File: src/rtl/contador_updown.sv
// Synchronous modulo-MODULO up/down counter with parallel load, terminal count
// for cascading, and a one-cycle error pulse when a load value is out of range.
module contador_updown #(
  parameter int WIDTH  = 4,
  parameter int MODULO = 10
) (
  input  logic             clk,
  input  logic             clrn,
  input  logic             en,
  input  logic             up,
  input  logic             load,
  input  logic [WIDTH-1:0] d,
  output logic [WIDTH-1:0] q,
  output logic [WIDTH-1:0] qn,
  output logic             tc,
  output logic             err
);

  // One extra bit so MODULO = 2**WIDTH is representable for the range check.
  localparam logic [WIDTH-1:0] MAX_C  = WIDTH'(MODULO - 1);
  localparam logic [WIDTH:0]   MOD_C  = (WIDTH + 1)'(MODULO);
  localparam logic [WIDTH-1:0] ZERO_C = {WIDTH{1'b0}};
  localparam logic [WIDTH-1:0] ONE_C  = {{(WIDTH - 1){1'b0}}, 1'b1};

  logic [WIDTH-1:0] q_r;
  logic [WIDTH-1:0] qn_r;
  logic             err_r;
  logic [WIDTH-1:0] q_nxt_s;
  logic             err_nxt_s;
  logic             load_ok_s;
  logic             tc_s;

  // Next-state selection: load has priority over counting, counting over hold.
  always_comb begin
    q_nxt_s   = q_r;
    err_nxt_s = 1'b0;
    load_ok_s = ({1'b0, d} < MOD_C);
    if (load) begin
      if (load_ok_s) begin
        q_nxt_s = d;
      end else begin
        q_nxt_s   = q_r;
        err_nxt_s = 1'b1;
      end
    end else if (en) begin
      if (up) begin
        q_nxt_s = (q_r == MAX_C) ? ZERO_C : (q_r + ONE_C);
      end else begin
        q_nxt_s = (q_r == ZERO_C) ? MAX_C : (q_r - ONE_C);
      end
    end else begin
      q_nxt_s = q_r;
    end
  end

  // Terminal count is high the cycle before the wrap edge.
  always_comb begin
    tc_s = en & ~load & ((up & (q_r == MAX_C)) | (~up & (q_r == ZERO_C)));
  end

  // Count, complement and error registers; complement kept as its own flops.
  always_ff @(posedge clk or negedge clrn) begin
    if (!clrn) begin
      q_r   <= ZERO_C;
      qn_r  <= {WIDTH{1'b1}};
      err_r <= 1'b0;
    end else begin
      q_r   <= q_nxt_s;
      qn_r  <= ~q_nxt_s;
      err_r <= err_nxt_s;
    end
  end

  assign q   = q_r;
  assign qn  = qn_r;
  assign tc  = tc_s;
  assign err = err_r;

endmodule

File: config.mk
export PLATFORM = sky130hd
export DESIGN_NAME = contador_updown
export DESIGN_NICKNAME = d
export VERILOG_FILES = /design/src/rtl/contador_updown.sv
export SDC_FILE = /design/constraint.sdc
export NUM_CORES = 1
export LEC_CHECK = 0
export CORE_MARGIN = 2
export CORE_UTILIZATION = 35
export CTS_CLUSTER_SIZE = 20
export DETAILED_ROUTE_END_ITERATION = 10
export MAX_ROUTING_LAYER = met4
export SETUP_SLACK_MARGIN = 0.2
export SLEW_MARGIN = 25
export SYNTH_ARGS = -nofsm -noshare
export SYNTH_HDL_FRONTEND = slang
export SYNTH_SLANG_ARGS = --single-unit
export TNS_END_PERCENT = 20
File: constraint.sdc
create_clock -name clk -period 1.69 [get_ports clk]
set_input_delay 0.338 -clock clk [delete_from_list [all_inputs] [get_ports clk]]
set_output_delay 0.338 -clock clk [all_outputs]
set_load 0.05 [all_outputs]
==> After elaboration in Yosys (flattened, before gate mapping) <==
Cells that the tools add are included.
{ "totals": {"regBits": 9, "latch_bits": 0, "mem_bits_rw": 0, "rom_bits": 0, "input_bits": 9, "out_inout_bits": 10, "wordCells": 24, "n_memories": 0} }
{ "op_classes": {"n_addsub": 2, "multipliers": 0, "div": 0, "n_lt_le_gt_ge": 1, "eq_ne": 1, "n_shift": 0, "muxes": 8, "n_bitwise": 8, "reduce_logical": 1} }
{ "op_table": {"columns": ["op", "n"], "rows": [
  ["$mux 4", 6],
  ["$add 4x1->4 const B", 1],
  ["$and 1x1->1", 4],
  ["$eq 4x4->1 const B", 1],
  ["$logic_not 4->1", 1],
  ["$lt 4x4->1 const B", 1],
  ["$not 4->4", 1],
  ["$sub 4x1->4 const B", 1],
  ["$mux 1", 2],
  ["$not 1->1", 2],
  ["$or 1x1->1", 1]
]} }

==> Logic depth before layout (Yosys ltp) <==
Gate-level depths: netlist of the first run.
{ "logic_depth": {"depth_word": 6, "mapped_depth": 5, "depth_no_buf": 4} }

==> Worst setup path before layout of the first run <==
OpenSTA, ideal clock, no wires.
{ "synth_path": {"path_type": "flip-flop to output port", "start": "reg q_r[0] (netlist: q[0])", "end": "out tc", "arrival_ps": 2316, "required_time_ps": 1352, "path_slack_ps": -964, "stages_incl_launch_ff": 4, "n_path_buf": 1, "cell_sequence": "dfrtp_1 > buf_6 > or3_1 > a2111oi_2"} }
{ "synth_via": {"elab_chain_len": 4, "elab_cells_between_ends": 6, "cone_classes": "eq/ne (1); bitwise (4); reduce/logical (1)"} }
{ "synth_rtl": {"columns": ["item", "line", "source"], "rows": [
  ["start, declared", "25", "logic [WIDTH-1:0] q_r;"],
  ["start signal, assigned", "68", "q_r <= q_nxt_s;"],
  ["$eq 4x4->1 / $logic_not 4->1 (equally long branches)", "58", "tc_s = en & ~load & ((up & (q_r == MAX_C)) | (~up & (q_r == ZERO_C)));"],
  ["$and 1x1->1", "58", null],
  ["$or 1x1->1 *", "58", null],
  ["$and 1x1->1 *", "58", null],
  ["end, declared", "15", "output logic tc,"]
]} }
Every way passes the cells marked *; elsewhere a longest branch is shown, timed or not.

==> results.cfg, run 1 <==
[sta]
finalMaxSlewViolations = 0
setup-violations-final = 1
post-route-worst-setup-slack_ns = -0.226
hold_viol = 0
rsz0062_at_grt = yes
final.setup_skew_ns = 0.00289
max_freq_ghz = 0.522
finalCritPeriodShare_pct = 113
worst_hold_slack_ns = 0.364
period_needed_ns = 1.92
slew_headroom_pct = 72.8
worst_pin_slew_ns = 0.407

[outcome]
status = complete, but fails checks
violations = negative setup slack

[grt]
grt_use_met2_pct = 24.0
antenna_found_initial = 0
grt_usage_pct = 17.3
gr-total-overflow = 0
grt_pass1_vias = 556
top_usage_layer = met1
grt_start_max_net_pins = 11
met3_usage_pct = 3.60
grt_pass1_wl_um = 2480
grtUsageMet1_pct = 24.4

[setup_path]
r2r_cells = 5
end_kind = output pin
crit_type = reg2out
worst_path_max_delay_cell = dfrtp_2
cp.buffers_inverters = 1
path_cells = or3_4 -> a2111oi_4 -> buf_12
setup.worst_path.end = tc
worstSetupStartpointType = flop
reg2reg_slack_ns = 0.23
arrival_ns = 1.58
cp_top_family = flip-flops
crit_fanout = 2
r2r-end = q[1]
critPathRequiredTime_ns = 1.35
cp.depth = 3
slowest_delay_ns = 0.40

[cts]
postCtsSetupRepairBufs = 0
root_buffer = clkbuf_4
cts.sinks = 9
cts_tree = done
clock_latency_ns = 0.27
cts.htree.levels = 1
cts_buffers = 3
cts_buffer_depth = 2
holdBufCountCts = 0
path_clk_slew_ns = 0.06

[placed_design]
place_hpwl_um = 1090
io_buffers = 18
gp_congestion = 0.781
placedInstanceArea_um2 = 945

[power_and_ir_drop]
internal_power_uw = 596
p_leak_nw = 0.402
pwr-share-seq_pct = 31.7
p_switching_uw = 372
powerDensity_nw_per_um2 = 983
ir_drop_mv = 0.523
clkPwrFrac_pct = 17.8
swShare_pct = 38.4
combPwrFrac_pct = 50.5

[die]
core_area_um2 = 1540
start_util_pct = 38.5
dieArea_um2 = 2040
chipHeight_um = 45.2
std_cell_rows = 14
die_w_um = 45.2
io_pins = 19

[detailed_routing]
drt_first_pass_iters = 5
wirelength_um = 1430
drc_errors = 0
drt_first_iter_violations = 15
wl_per_cell_um = 13.3
ant_nets = 0
num_vias = 598
viasPerCell = 5.59

[yosys]
ys.flop_type = dfrtp_1
synthCells = 62
synth.distinct_cells = 33
syn-cell-area_um2 = 593
synth_area_leaders = dfrtp_1 21%, dfstp_2 18%, buf_6 5.7%, nor2_1 3.8%, o41a_1 3.8%
synth_top_area_share_pct = 21.1
synth_most_common_cell = nor2_1
syn_nets = 71
synth_area_leader_cell = dfrtp_1
seq_area_frac_synth_pct = 38.8
synth_common_cells = 6 x nor2_1, 5 x dfrtp_1, 4 x dfstp_2
yosysWarnings = 0
postSynthAreaPerCell_um2 = 9.57
ys_async_sr_fraction_pct = 100
synth_seq_cells = 9
synth_edf_count = 0

[worst_hold_path]
min_path_type = in2async

[flow_run]
maxCapViolations = 0

[cells_and_area]
diodes = 0
seqCellArea_um2 = 234
design_area_um2 = 985
nFillCells = 131
layout-drive-gt1-share_pct = 39.6
area_growth_pct = 66.0
multiInputGateArea_um2 = 348
nets = 101
routing by layer:
metal  up-vias  part of all wire [%]
li1        295                     -
met1       281                    50
met2        18                    44
met3         4                   4.4
met4         0                   1.7
met5         -                     0
kinds of logic after synthesis:
group	count (synthesis)	share of synthesized area [%]
compound gates	23	31.2
buf+inv	6	7.81
flops	9	38.8
simple gates	24	22.2
worst min-delay path by stage:
| stage | end | cells past startpoint | slack, ns | start |
|---|---|---|---|---|
| finish | err | 1 | 0.36 | clrn |
| global route | err | 1 | 0.40 | clrn |
| global placement | qn[0] | 2 | 0.60 | q[0] |
| CTS | q[2] | 1 | 0.38 | clrn |
| floorplan | asynchronous set/reset pin | 0 | 0.04 | clrn |
| detailed placement | qn[0] | 2 | 0.60 | q[0] |
power by group through the flow:
stage	Clock [mW]	Sequential [mW]	Combinational [mW]
after floorplan	0	0.409	0.157
after global placement	0	0.310	0.477
after detailed placement	0	0.310	0.480
after CTS	0.176	0.308	0.482
after global routing	0.189	0.312	0.522
final	0.172	0.307	0.489
final cells by class:
| type | count | share of cell area [%] |
|---|---|---|
| Timing Repair Buffer | 29 | 35.5 |
| Inverter | 2 | 0.762 |
| Multi-Input combinational cell | 47 | 35.3 |
| Sequential cell | 9 | 23.8 |
| Clock buffer | 4 | 2.67 |
| Tap cell | 16 | 2.03 |
cell usage in the layout (no fill, tap or decap), types with 3 or more instances in the layout:
cell,n
buf_4,12
buf_12,9
clkdlybuf4s50_1,7
nor2_1,5
dfstp_2,4
nand2_1,3
nand2b_1,3
and2_1,3
dfrtp_2,3
clkbuf_4,3
through the flow:
step	total power [mW]	utilization, %	std cells	TNS [ns]	setup WS (ns)
2_1_floorplan	0.566	-	62	-0.376	-0.376
3_3_place_gp	0.787	61.3	103	-1.16	-0.356
3_5_place_dp	0.789	61.3	103	-1.26	-0.385
4_1_cts	0.966	63.2	107	-0.295	-0.295
5_1_grt	1.02	63.9	107	-0.267	-0.267
6_report	0.968	63.9	107	-0.226	-0.226
repair_timing:
action                     CTS  global route
pin swaps                    1             4
setup endpoints to repair    6             4
hold endpoints to repair     0             0
resized for setup            3             3
Power figures use the tool's default switching activity.
==> run 2, diff against run 1 <==
--- a/config.mk
+++ b/config.mk
@@ -5,11 +5,14 @@
 export SDC_FILE = /design/constraint.sdc
 export NUM_CORES = 1
 export LEC_CHECK = 0
+export CELL_PAD_IN_SITES_DETAIL_PLACEMENT = 0
+export CELL_PAD_IN_SITES_GLOBAL_PLACEMENT = 1
 export CORE_MARGIN = 2
-export CORE_UTILIZATION = 35
+export CORE_UTILIZATION = 32
 export CTS_CLUSTER_SIZE = 20
 export DETAILED_ROUTE_END_ITERATION = 10
 export MAX_ROUTING_LAYER = met4
+export PLACE_DENSITY_LB_ADDON = 0.1
 export SETUP_SLACK_MARGIN = 0.2
 export SLEW_MARGIN = 25
 export SYNTH_ARGS = -nofsm -noshare
==> run 2 against run 1 <==
The flow still finishes with violations (negative setup slack). Global-route usage shrank 1.2 points. Clock skew up 0.0030 ns. Via count down 4.0%. Register-to-register slack hardly changed. Count of clock-buffer cells in the layout is the same. Cell count increased by 6.5%. Clock power shrank 5%. Critical endpoint unchanged. Largest cell class is now multi-input combinational cells. Largest power group unchanged.
==> results.cfg, run 2 (synthesis results as in run 1) <==
[flow_run]
maxCapViolations = 0

[detailed_routing]
drc_errors = 0
wirelength_um = 1400
wl_per_cell_um = 12.3
drt_first_pass_iters = 4
viasPerCell = 5.04
drt_first_iter_violations = 7
num_vias = 574
ant_nets = 0

[cts]
cts_tree = done
root_buffer = clkbuf_4
holdBufCountCts = 0
path_clk_slew_ns = 0.06
postCtsSetupRepairBufs = 0
clock_latency_ns = 0.26
cts_buffer_depth = 2
cts.sinks = 9
cts.htree.levels = 1
cts_buffers = 3

[setup_path]
end_kind = output pin
critPathRequiredTime_ns = 1.35
reg2reg_slack_ns = 0.24
worst_path_max_delay_cell = dfrtp_2
arrival_ns = 1.56
slowest_delay_ns = 0.40
worstSetupStartpointType = flop
crit_fanout = 2
crit_type = reg2out
cp.buffers_inverters = 1
path_cells = or3_4 -> a2111oi_4 -> buf_12
cp_top_family = flip-flops

[cells_and_area]
seqCellArea_um2 = 233
final_core_util_pct = 56.4
nFillCells = 171
layout-drive-gt1-share_pct = 34.8
final_cell_mix = 9 x buf_12, 9 x buf_4, 7 x clkdlybuf4s50_1
multiInputGateArea_um2 = 338
diodes = 0
area_growth_pct = 64.1
fin_cells = 114
nets = 99

[die]
io_pins = 19
dieArea_um2 = 2210
chipHeight_um = 47.1
start_util_pct = 34.3
std_cell_rows = 15
core_area_um2 = 1730
die_w_um = 47.1

[sta]
max_freq_ghz = 0.526
worst_pin_slew_ns = 0.420
finalMaxSlewViolations = 0
post-route-worst-setup-slack_ns = -0.212
hold_viol = 0
slew_headroom_pct = 71.9
final.setup_skew_ns = 0.00592
worst_hold_slack_ns = 0.379
period_needed_ns = 1.90
setup-violations-final = 1
rsz0062_at_grt = yes
finalCritPeriodShare_pct = 113

[grt]
grt_pass1_wl_um = 2310
grt_usage_pct = 16.1
met3_usage_pct = 3.46
top_usage_layer = met2
gr-total-overflow = 0
grt_start_max_net_pins = 14
grt_use_met2_pct = 22.2
antenna_found_initial = 0
grtUsageMet1_pct = 22.0
grt_pass1_vias = 511

[placed_design]
io_buffers = 18
gp_congestion = 0.808
dp_cells = 110
place_hpwl_um = 1100

[power_and_ir_drop]
combPwrFrac_pct = 51.5
p_leak_nw = 0.391
ir_drop_mv = 0.602
p_switching_uw = 359
clkPwrFrac_pct = 17.1
swShare_pct = 37.8
internal_power_uw = 592
pwr-share-seq_pct = 31.4
powerDensity_nw_per_um2 = 978

[outcome]
violations = negative setup slack
status = complete, but fails checks

[worst_hold_path]
min_path_type = in2async
==> run 2: changes by cell type in the layout (fill, tap and decap cells not counted), sizes merged <==
cell  previous run  this run
buf             21        19
==> run 2: metrics by stage <==
step           total power, mW  setup TNS [ns]  setup slack, ns  instance area [um2]
2_1_floorplan            0.566          -0.376           -0.376                  613
3_3_place_gp             0.787          -0.931           -0.351                  941
3_5_place_dp             0.789           -1.03           -0.384                  941
4_1_cts                  0.961          -0.283           -0.283                  970
5_1_grt                   1.01          -0.264           -0.264                  973
6_report                 0.952          -0.212           -0.212                  973
==> run 2: repair_timing <==
item                       4_1_cts  5_1_grt
resized for setup                2        1
pin swaps                        1        2
setup endpoints to repair        5        3
hold endpoints to repair         0        0
==> run 2: layout make-up <==
| class | instances | share of cell area (%) |
|---|---|---|
| Tap cell | 25 | 3.21 |
| Timing Repair Buffer | 27 | 34.7 |
| Inverter | 2 | 0.771 |
| Clock buffer | 4 | 2.70 |
| Sequential cell | 9 | 23.9 |
| Multi-Input combinational cell | 47 | 34.7 |
==> run 2: layer usage <==
layer	share of wire, %	wire (um)	up-vias
li1	-	-	290
met1	49	685	274
met2	48	672	8
met3	2.4	34	2
met4	0.71	10	0
met5	0	0	-
==> run 2: power groups by stage <==
stage | sequential, mW | combinational (mW) | clock [mW]
finish | 0.299 | 0.490 | 0.163
detailed placement | 0.302 | 0.487 | 0
global placement | 0.302 | 0.485 | 0
global route | 0.304 | 0.517 | 0.188
floorplan | 0.409 | 0.157 | 0
CTS | 0.299 | 0.490 | 0.172
==> run 2: final timing paths <==
path,end,depth (start not counted)
max reg2reg,qn[1],5
min in group clk,qn[0],2
min reg2reg,qn[0],2
max,tc,3
min,err,1
max in group asynchronous,qn[3],1
==> edit 1, RTL diff (config.mk and constraints of run 2) <==
Change the parameter `MODULO` from 10 to 5.
--- a/src/rtl/contador_updown.sv
+++ b/src/rtl/contador_updown.sv
@@ -2,7 +2,7 @@
 // for cascading, and a one-cycle error pulse when a load value is out of range.
 module contador_updown #(
   parameter int WIDTH  = 4,
-  parameter int MODULO = 10
+  parameter int MODULO = 5
 ) (
   input  logic             clk,
   input  logic             clrn,
Formal check against the unedited RTL: not equivalent (Yosys sat finds a counterexample within 4 cycles, from zero or initial values).
==> edit 1 against run 2 <==
Routed wire length fell by 0.57%. Power rose by 35%. Clock power fell by 3%. Final area fell by 2.1%. Sequential share of layout area rose by 0.76 points. Worst setup slack improved by 0.31 ns. Global-route usage rose by 0.72 points. Area after synthesis fell by 5.7%. Sequential cell count did not move. Largest cell class is now non-clock buffers.
==> edit 1: results (changes against run 2) <==
The run finished with clean final reports. The logs give 0.5414 mV (was 0.6023 mV) for the highest ir drop seen on vdd and 3 (was 0) for the count of buffers added by post-CTS timing repair for setup. The number of cells on the worst reg-to-reg path is 3 (was 5), and the layout cell share with drive strength beyond 1 is 0.5357 (was 0.3483). Most numerous cell types in the synthesized netlist: 5 x dfrtp_1, 4 x dfstp_2, 3 x inv_1 (was 6 x nor2_1, 5 x dfrtp_1, 4 x dfstp_2). Sequential share of the synthesized area: 0.4116 (was 0.3882). For the switching component of the power, the log shows 0.5387 mW (was 0.3593 mW).

For the global placer's final weighted congestion, the log shows 0.7726 (was 0.8081). The detailed placement HPWL was 1088 µm (was 1103 µm). Synth area leaders: dfrtp_1 22%, dfstp_2 19%, a2111oi_4 4.9% (was dfrtp_1 21%, dfstp_2 18%, buf_6 5.7%). Met2 usage: 0.2761 (was 0.2219). The met3 routing resource usage after global routing is 0.02778 (was 0.03462). The area added between synthesis and finish works out to 70.47% (was 64.14%).

The tools report the post-CTS resize count as 11 (was 2). The net count after synthesis is 61 (was 71), and the number of different library cells in the post-synthesis netlist is 34 (was 33). The share of the synthesized area in compound gates (AO/OA/AOI/OAI) came out at 0.2975 (was 0.3122). The via count of the first global-routing pass is 555 (was 511). Total wire length: 1394 µm (was 1402 µm). The xor and xnor area share after synthesis was 0.01566 (was 0); the leakage power of the design was 0.4129 nW (was 0.3912 nW). The number of standard cells after synthesis came out at 50 (was 62).

The logs give 0.001011 ns (was 0.005916 ns) for the worst-case clock skew and 0.2043 (was 0.2204) for the met1 track demand over resource in global routing. The number of vias per cell after detailed routing came out at 5.347 (was 5.035). The cell total after placement is 94 (was 110). The tools report the wire length the detailed router placed on met1 as 635 µm (was 685 µm).

The worst setup slack after placement is -0.2050 ns (was -0.3840 ns), and the number of fill cells in the layout is 152 (was 171). The logs give 1.288 mW (was 0.9516 mW) for the power after layout and 10 (was 14) for the largest net degree at the start of global routing. The adder and majority cell fraction of the synthesized area was 0.04474 (was 0); the number of nets in the layout was 96 (was 99).

Sum of met2 wire segment lengths after detailed routing: 697 µm (was 672 µm). Share of power burned in the clock network: 0.123 (was 0.171). The maximum net fanout on the critical path was 4 (was 2). The starting DRC count in detailed routing is 13 (was 7). The multiplexer share of the synthesized area is 0.01790 (was 0), and the via count is 540 (was 574).

The global-route wire length before repair is 2428 µm (was 2311 µm). The global-route usage over all layers was 0.1686 (was 0.1614).
## edit 1: cell type report
| class | instances | share of cell area |
|---|---|---|
| Multi-Input combinational cell | 36 | 0.3399 |
| Sequential cell | 9 | 0.2467 |
| Timing Repair Buffer | 32 | 0.3517 |
| Tap cell | 17 | 0.02231 |
| Inverter | 3 | 0.01181 |
| Clock buffer | 4 | 0.02756 |
## edit 1: final timing paths
path	from	endpoint	slack, ns
max reg2reg	q[1]$_DFF_PN0_	flop	0.10
max	q[1]$_DFF_PN0_	tc	0.09
min	clrn	err$_DFF_PN0_	0.37
min reg2reg	flop	qn[3]$_DFF_PN1_	0.60
max in group asynchronous	clrn	qn[3]$_DFF_PN1_	1.02
min in group clk	load	err$_DFF_PN0_	0.55
## edit 1: critical path, delay by kind of cell, from the launching register on
| kind | cells | cell delay (ns) |
|---|---|---|
| fa+ha+maj | 1 | 0.13 |
| buf+inv | 3 | 0.31 |
| flops | 1 | 0.44 |
| simple gates | 1 | 0.12 |
==> edit 2, RTL diff (config.mk and constraints of run 2) <==
Made on the original files. Register the output `tc`, cleared by the reset; this adds one clock of latency there. The other outputs are not delayed to match.
--- a/src/rtl/contador_updown.sv
+++ b/src/rtl/contador_updown.sv
@@ -73,7 +73,13 @@
 
   assign q   = q_r;
   assign qn  = qn_r;
-  assign tc  = tc_s;
+  always_ff @(posedge clk or negedge clrn) begin
+    if (!clrn) begin
+      tc <= '0;
+    end else begin
+      tc <= tc_s;
+    end
+  end
   assign err = err_r;
 
 endmodule
Formal check against the unedited RTL: not equivalent (Yosys sat finds a counterexample within 4 cycles, from zero or initial values).
==> edit 2 against run 2 <==
First-iteration DRC count fell by 43%. Power fell by 0.58%. Routed wire length fell by 2.4%. Area after synthesis rose by 4.2%. Global-route usage fell by 0.30 points. Worst setup slack improved by 0.47 ns. Synthesized cell count rose by 1.6%. Final cell count fell by 4.4%. Sequential cell count rose by 1. Sequential power rose by 20%. Final area fell by 4.1%.
==> edit 2: results (changes against run 2) <==
The data arrival time of the critical path was 1.58 ns (was 1.56 ns). The number of different library cells in the post-synthesis netlist was 33 (unchanged). The multiplexer share of the synthesized area works out to 0 (unchanged).

Most numerous cell types in the synthesized netlist: 6 x dfrtp_1, 6 x nor2_1, 4 x dfstp_2 (was 6 x nor2_1, 5 x dfrtp_1, 4 x dfstp_2). The slew at the pin closest to its max-slew limit is 0.4642 ns (was 0.4196 ns), and the via count of the first global-routing pass is 504 (was 511). The adder and majority cell fraction of the synthesized area was 0 (unchanged). Family with the most delay on the worst path: compound AO/OA/AOI/OAI gates (was flip-flops). The share of the synthesized area in compound gates (AO/OA/AOI/OAI) was 0.2996 (was 0.3122); the number of antenna violations at the first check in global routing was 0 (unchanged).

The number of nets in the layout was 95 (was 99). The mean post-synth cell area was 9.811 µm² (was 9.566 µm²); the sequential share of the synthesized area was 0.4130 (was 0.3882). Fraction of synthesis flops using an asynchronous set or reset pin: 1.000 (unchanged). The number of buffer cells added on primary ports is 18 (unchanged). The most critical setup path has its startpoint at q[1]$_DFF_PN0_.

The clock reaches the later pin of the worst-skew pair after 0.27 ns. The total CTS buffers was 3 (unchanged). The highest-delay cell along the critical path was dfrtp_2 (unchanged).

The tools report the H-tree depth reported by CTS as 1 (unchanged). The maximum single-stage delay on the critical path came out at 0.49 ns (was 0.40 ns). The xor and xnor area share after synthesis is 0 (unchanged), and the global-route usage over all layers is 0.1584 (was 0.1614).

The maximum clock insertion buffer count is 2 (unchanged), and the layout cell share with drive strength beyond 1 is 0.3333 (was 0.3483). The number of non-filler instances in the completed layout was 109 (was 114); the largest net degree at the start of global routing was 15 (was 14). The tools report the detailed placement HPWL as 1006 µm (was 1103 µm). The classification of the worst-slack hold path is primary input to async pin (unchanged). Worst-case clock skew: 0.0009777 ns (was 0.005916 ns).

The net count after synthesis is 72 (was 71), and the maximum net fanout on the critical path is 10 (was 2). Global-route wire length before repair: 2346 µm (was 2311 µm). The logs give 0.4011 mV (was 0.6023 mV) for the highest ir drop seen on vdd and 0 (unchanged) for the number of antenna repair diodes. The most frequently used flop master after synthesis is dfrtp_1 (unchanged).

The warning count from the yosys run was 0 (unchanged); the average wire per cell in the routed design was 12.55 µm (was 12.30 µm). Synth area leaders: dfrtp_1 24%, dfstp_2 17%, buf_6 5.5% (was dfrtp_1 21%, dfstp_2 18%, buf_6 5.7%). The flow ran to the end, and the final reports show no timing, DRC or antenna violations.

The register with the most flip-flops in the layout has 4 of them. The logs give 170 (was 171) for the number of fill cells in the layout and 4 (unchanged) for the number of detailed-routing iterations run before antenna repair. The leakage power of the design came out at 0.3764 nW (was 0.3912 nW). The tools report the root buffer cell as clkbuf_4 (unchanged).

The clock transition at the registers of the reported paths was 0.06 ns (about the same). The number of vias per cell after detailed routing was 5.266 (was 5.035). The global placer's final weighted congestion is 0.6845 (was 0.8081), and the starting DRC count in detailed routing is 4 (was 7).
## edit 2: cell count changes after synthesis
cell,run 2,this run
dfrtp_1,5,6
## edit 2: timing repair
item | CTS | global route
hold endpoints to repair | 0 | 0
buffers inserted | 0 | 0
pin swaps | 0 | 0
resized for setup | 1 | 1
hold buffers | 0 | 0
endpoints found under the setup margin | 2 | 1
## edit 2: power breakdown
group | leakage, nW | switching (mW) | internal [mW] | total, mW
Combinational | 0.252 | 0.208 | 0.212 | 0.420
Sequential | 0.111 | 0.0698 | 0.288 | 0.358
Clock | 0.0138 | 0.0855 | 0.0826 | 0.168
Total | 0.376 | 0.364 | 0.582 | 0.946
## edit 2: logic make-up after synthesis
| family | count (synthesis) |
|---|---|
| simple gates | 24 |
| compound gates | 23 |
| flops | 10 |
| buf+inv | 6 |
## edit 2: final cells by class
cell class | count | area (µm²) | area share
flip-flops and latches | 10 | 260.3 | 0.2788
well taps | 25 | 31.28 | 0.03351
inverters | 2 | 7.507 | 0.008043
repair buffers | 22 | 284.0 | 0.3043
multi-input cells | 47 | 327.8 | 0.3512
clock buffers | 3 | 22.52 | 0.02413
## edit 2: layer usage
layer  track usage  up-vias  routed length, µm
li1              -      283                  -
met1        0.1963      271                617
met2        0.2240       14                648
met3       0.04528        6                 67
met4       0.09730        0                 35
met5             -        -                  0
## edit 2: through the flow
| stage | hold WS, ns | setup TNS, ns | util | setup slack [ns] | instance area, µm² |
|---|---|---|---|---|---|
| 3_5_place_dp | 0.5891 | -0.3089 | 0.5128 | -0.1038 | 904.6 |
| 5_1_grt | 0.4149 | 0 | 0.5291 | 0.1758 | 933.4 |
| 6_report | 0.3848 | 0 | 0.5291 | 0.2606 | 933.4 |
| 2_1_floorplan | 0.04241 | 0 | - | 0.1887 | 633.1 |
| 4_1_cts | 0.4067 | 0 | 0.5248 | 0.2828 | 925.9 |
| 3_3_place_gp | 0.5891 | -0.2488 | 0.5128 | -0.08368 | 904.6 |
## edit 2: worst paths after layout
kind,to,slack [ns],cells past startpoint
max reg2reg,flop,0.26,4
max,flop,0.26,4
max in group asynchronous,qn[3]$_DFF_PN1_,0.96,1
min in group clk,tc$_DFF_PN0_,0.60,1
min,q[2]$_DFF_PN0_,0.38,1
min reg2reg,tc$_DFF_PN0_,0.60,1
## edit 2: worst register-to-register path: cells and delay by family (launching register included)
kind            cells  cell delay (ns)
simple gates        1             0.18
flops               1             0.49
compound gates      3             0.64
